[src/rtl/qam_tx_symbol_gen.sv]
// Transmit QAM symbol source: Gray-maps 4-bit words to QPSK/16-QAM I/Q levels,
// rotates by a quadrant carrier phase and holds each symbol for OVERSAMPLE cycles.
module qam_tx_symbol_gen #(
  parameter int DATA_W     = 16,
  parameter int AMP        = 4096,
  parameter int OVERSAMPLE = 4,
  parameter int PHASE_W    = 8
) (
  input  logic                     clk,
  input  logic                     reset,
  input  logic                     clk_enable,
  input  logic [3:0]               in_data,
  input  logic                     in_valid,
  output logic                     in_ready,
  input  logic                     mod_sel,
  input  logic [PHASE_W-1:0]       phase_step,
  output logic signed [DATA_W-1:0] out_re,
  output logic signed [DATA_W-1:0] out_im,
  output logic                     out_valid,
  output logic                     sym_strobe
);

  localparam int CNT_W = (OVERSAMPLE > 1) ? $clog2(OVERSAMPLE) : 1;
  localparam logic [CNT_W-1:0] CNT_LAST = CNT_W'(OVERSAMPLE - 1);
  localparam logic [0:0] IDLE   = 1'b0;
  localparam logic [0:0] ACTIVE = 1'b1;
  localparam logic signed [DATA_W-1:0] LVL1 = DATA_W'(AMP);
  localparam logic signed [DATA_W-1:0] LVL2 = DATA_W'(2 * AMP);
  localparam logic signed [DATA_W-1:0] LVL3 = DATA_W'(3 * AMP);

  logic [0:0]               state_r;
  logic [CNT_W-1:0]         cnt_r;
  logic [PHASE_W-1:0]       acc_r;
  logic                     accept_s;
  logic signed [DATA_W-1:0] i_s, q_s, rot_re_s, rot_im_s;

  // Gray mapping of one 2-bit 16-QAM field
  function automatic logic signed [DATA_W-1:0] map_qam16(input logic [1:0] bits);
    case (bits)
      2'b00:   return -LVL3;
      2'b01:   return -LVL1;
      2'b11:   return LVL1;
      2'b10:   return LVL3;
      default: return '0;
    endcase
  endfunction

  function automatic logic signed [DATA_W-1:0] map_qpsk(input logic bit_v);
    if (bit_v) return LVL2;
    else       return -LVL2;
  endfunction

  // Handshake: ready in IDLE or on the last held sample so symbols can run back-to-back
  always_comb begin
    if (state_r == IDLE) in_ready = 1'b1;
    else                 in_ready = (cnt_r == CNT_LAST);
    accept_s = clk_enable & in_valid & in_ready;
  end

  // Map the incoming word and rotate by the current phase quadrant
  always_comb begin
    i_s      = '0;
    q_s      = '0;
    rot_re_s = '0;
    rot_im_s = '0;
    if (mod_sel) begin
      i_s = map_qam16(in_data[3:2]);
      q_s = map_qam16(in_data[1:0]);
    end else begin
      i_s = map_qpsk(in_data[1]);
      q_s = map_qpsk(in_data[0]);
    end
    case (acc_r[PHASE_W-1 -: 2])
      2'b00: begin rot_re_s = i_s;  rot_im_s = q_s;  end
      2'b01: begin rot_re_s = -q_s; rot_im_s = i_s;  end
      2'b10: begin rot_re_s = -i_s; rot_im_s = -q_s; end
      2'b11: begin rot_re_s = q_s;  rot_im_s = -i_s; end
      default: begin rot_re_s = '0; rot_im_s = '0; end
    endcase
  end

  // Symbol state, hold counter, phase accumulator and registered outputs
  always_ff @(posedge clk or posedge reset) begin
    if (reset) begin
      state_r    <= IDLE;
      cnt_r      <= '0;
      acc_r      <= '0;
      out_re     <= '0;
      out_im     <= '0;
      out_valid  <= 1'b0;
      sym_strobe <= 1'b0;
    end else if (clk_enable) begin
      if (accept_s) begin
        state_r    <= ACTIVE;
        cnt_r      <= '0;
        acc_r      <= acc_r + phase_step;
        out_re     <= rot_re_s;
        out_im     <= rot_im_s;
        out_valid  <= 1'b1;
        sym_strobe <= 1'b1;
      end else if (state_r == ACTIVE) begin
        if (cnt_r == CNT_LAST) begin
          // Underflow: no new symbol ready, go quiet
          state_r    <= IDLE;
          cnt_r      <= '0;
          out_re     <= '0;
          out_im     <= '0;
          out_valid  <= 1'b0;
          sym_strobe <= 1'b0;
        end else begin
          cnt_r      <= cnt_r + CNT_W'(1);
          sym_strobe <= 1'b0;
        end
      end else begin
        sym_strobe <= 1'b0;
      end
    end
  end

endmodule

[config.mk]
export PLATFORM = sky130hd
export DESIGN_NAME = qam_tx_symbol_gen
export DESIGN_NICKNAME = d
export VERILOG_FILES = /design/src/rtl/qam_tx_symbol_gen.sv
export SDC_FILE = /design/constraint.sdc
export NUM_CORES = 1
export LEC_CHECK = 0
export ABC_AREA = 1
export BUFFER_PORTS_ARGS = -buffer_cell sky130_fd_sc_hd__buf_4
export CAP_MARGIN = 20
export CORE_MARGIN = 4
export CORE_UTILIZATION = 54
export DETAILED_ROUTE_END_ITERATION = 7
export GPL_TIMING_DRIVEN = 0
export HOLD_SLACK_MARGIN = 0.15
export PLACE_DENSITY = 0.85
export SLEW_MARGIN = 20
export SYNTH_ARGS = -nofsm -noshare
export SYNTH_HDL_FRONTEND = slang
export SYNTH_SLANG_ARGS = --single-unit
export TNS_END_PERCENT = 100
[constraint.sdc]
create_clock -name clk -period 2.4 [get_ports clk]
set_input_delay 0.48 -clock clk [delete_from_list [all_inputs] [get_ports clk]]
set_output_delay 0.48 -clock clk [all_outputs]
set_load 0.05 [all_outputs]
==> metrics.cfg <==
[global_routing]
grt_pass1_vias=1156
gr-max-usage-layer=met2
largest_net_degree_at_the_start_of_global_routing=20
overflow=0
first_pass_grt_wire_length_um=4685
grt_antenna_before_repair=0
grt.met1_usage_pct=20.79
grtUsageTotal_pct=16.49
met3_use_gr_pct=3.983
gr-usage-met2_pct=28.85

[worst_setup_path]
cp_top_family=flip-flops
crit_path_end_kind=output port
crit_path_cell_trace=ha_1 -> nor2_4 -> inv_4 -> buf_4
crit-reg2reg-capture=acc_r[6]$_DFFE_PP0P_
critPathMaxFanout=4
cp.buffers_inverters=2
worst-r2r-setup-slack_ns=0.88
critPathMaxStageDelay_ns=0.41
cp.required_ns=1.92
crit-reg2reg-launch=acc_r[0]$_DFFE_PP0P_
timing_worst_setup_path_type=flop to output port
cp.arrival_ns=1.33
critical_path.startpoint_type=flop
r2r_cells=9
crit_path_start=cnt_r[0]$_DFFE_PP0P_
crit_path_top_delay_cell=dfrtp_1
worst-path-stages=4
setup.worst_path.end=in_ready

[timing]
timing_max_transition_violations_final=0
timing.slew.headroom_pct=50.65
totalNegativeSetupSlack_ns=0
finalSetupViolations=0
timing.clock.skew_ns=0.004046
period_share_pct=75.52
fin_crit_ns=1.812
maxClockFrequency_mhz=551.8
rsz0062_at_grt=no
report.final.hold_viol_count=0
timing_worst_slew_pin_value_ns=0.7394

[place]
place.detailed.hpwl_um=2340
port_buffers=26
gp_congestion=0.8918

[power_and_ir_drop]
cellLeakagePower_nw=1.153
ir_worst_vdd_mv=0.9551
cellPowerDensity_mw_per_mm2=1090
post-layout-total-power_mw=2.034

[clock_tree]
cts_setup_buffers=0
clock_latency_late_sink_ns=0.30
cts_inserted_buffers=3
cts_root_buffer=clkbuf_4
cts_resized=0
clk_pin_slew_worst_paths_ns=0.11
ctsHtreeMaxLevel=1
cts.path.max_buffers=2
tritoncts=built
clock_sinks=19
hold_buffers=0

[yosys]
post_syn_area_mm2=0.001519
synth_cells=215
synthesis.yosys.warnings=0
synth.avg_cell_area_um2=7.065
yosysSeqAreaShare_pct=31.30
ys_ff_latch=19
synth_cell_types=25

[layout]
nets=297
diodes=0
post_route_cells_drive_above_1_share_pct=24.63
area.growth.synth_to_final_pct=22.82
final_util_pct=72.66

[routing]
dr.first_iter.drc_count=31
drc=0
postRouteWirelength_um=2839
post_route_antenna_net_violation_count=0
dr.pass1.iters=4
via_count=1355
avgViaCountPerCell=4.547
detail_route.wl_per_cell_um=9.527

[outcome]
outcome=completed

[floorplan]
die_y_um=61.04
row_count=18
floorplan.die_area_mm2=0.003725
coreArea_mm2=0.002567
ioPinCount=52
initial_utilization_pct=59.16
die_w_um=61.04

[job]
drv.max_cap_violation_count=0

[min_path]
worst_min_path_class=primary input to async pin

==> worst min path at each step <==
stage	from	endpoint	slack, ns	depth (start not counted)
6_report	reset	acc_r[5]$_DFFE_PP0P_	0.29	2
5_1_grt	reset	acc_r[4]$_DFFE_PP0P_	0.34	2
4_1_cts	reset	acc_r[5]$_DFFE_PP0P_	0.30	2
3_5_place_dp	out_valid$_DFFE_PP0P_	out_valid$_DFFE_PP0P_	0.47	2
3_3_place_gp	out_valid$_DFFE_PP0P_	out_valid$_DFFE_PP0P_	0.46	2
2_1_floorplan	reset	acc_r[0]$_DFFE_PP0P_	0.43	1
==> cell usage after synthesis (all sizes together) <==
| master | count | share of area (%) |
|---|---|---|
| conb | 1 | 0.25 |
| inv | 30 | 7.7 |
| buf | 29 | 14 |
| dfrtp | 19 | 31 |
| o211ai | 1 | 0.49 |
| xnor2 | 1 | 0.58 |
| nand3b | 1 | 0.49 |
| fa | 1 | 1.3 |
| xor2 | 1 | 0.58 |
| nand4 | 1 | 0.41 |
| a21oi | 6 | 2.0 |
| nand3 | 17 | 6.4 |
| ha | 10 | 8.2 |
| o31ai | 1 | 0.49 |
| or2 | 1 | 0.41 |
| nand2 | 75 | 19 |
| nor2 | 9 | 2.7 |
| o21ai | 11 | 3.6 |
==> worst register-to-register path, delay by kind of cell, from the launching register on <==
| family | cells | cell delay [ns] |
|---|---|---|
| DFF | 1 | 0.37 |
| buffers and inverters | 2 | 0.14 |
| adders and majority gates | 2 | 0.56 |
| and+or+nand+nor | 5 | 0.35 |
==> flip-flops by register name, indices dropped and copies added, names as in the netlist <==
name        cells
acc_r           8
out_valid       1
cnt_r           2
state_r         1
sym_strobe      1
out_im          3
out_re          3
==> layout by cell type, fill, tap and decap left out, drive strengths merged, types with 3 or more instances in the layout <==
cell type,netlist,layout
buf,29,55
nand3,17,17
inv,30,30
o21ai,11,11
clkbuf,0,3
conb,1,24
nand2,75,75
a21oi,6,6
ha,10,10
dfrtp,19,19
nor2,9,9
==> cells by family (layout without fill, tap and decap cells) <==
logic type      after synthesis  after routing  share of synthesized area, %
flops                        19             19                         31.30
simple gates                104            104                         29.00
fa+ha+maj                    11             11                         9.555
buf+inv                      59             89                         22.16
compound gates               19             19                         6.590
xor+xnor                      2              2                         1.153
other cells                   1             24                        0.2469
==> per-layer routing <==
| layer | wire [um] | part of all wire, % | vias up |
|---|---|---|---|
| met1 | 1198 | 42 | 589 |
| met3 | 191 | 6.7 | 4 |
| met5 | 0 | 0 | - |
| met4 | 19 | 0.67 | 0 |
| met2 | 1431 | 50 | 33 |
| li1 | - | - | 729 |
==> through the flow <==
| stage | cell area [um2] | setup WS, ns | hold WS, ns | cells |
|---|---|---|---|---|
| after floorplan | 1605 | 0.8650 | 0.4311 | 238 |
| after global placement | 1838 | 0.7049 | 0.4561 | 294 |
| after detailed placement | 1838 | 0.6775 | 0.4701 | 294 |
| after CTS | 1866 | 0.5719 | 0.3025 | 298 |
| after global routing | 1866 | 0.5140 | 0.3406 | 298 |
| final | 1866 | 0.5876 | 0.2932 | 298 |
==> where the power goes <==
part / switching [mW] / internal, mW
registers: 0.0918 / 0.459
clock network: 0.102 / 0.0622
logic: 0.872 / 0.446
==> cell type report <==
type,count,area [um2]
plain buffers,29,219.0
clock buffers,3,22.52
clock inverters,1,5.005
fillers,227,701.9
inverters,30,117.6
multi-input cells,160,793.3
flip-flops and latches,19,475.5
well taps,30,37.54
repair buffers,26,195.2
(Power assumes the default switching activity.)
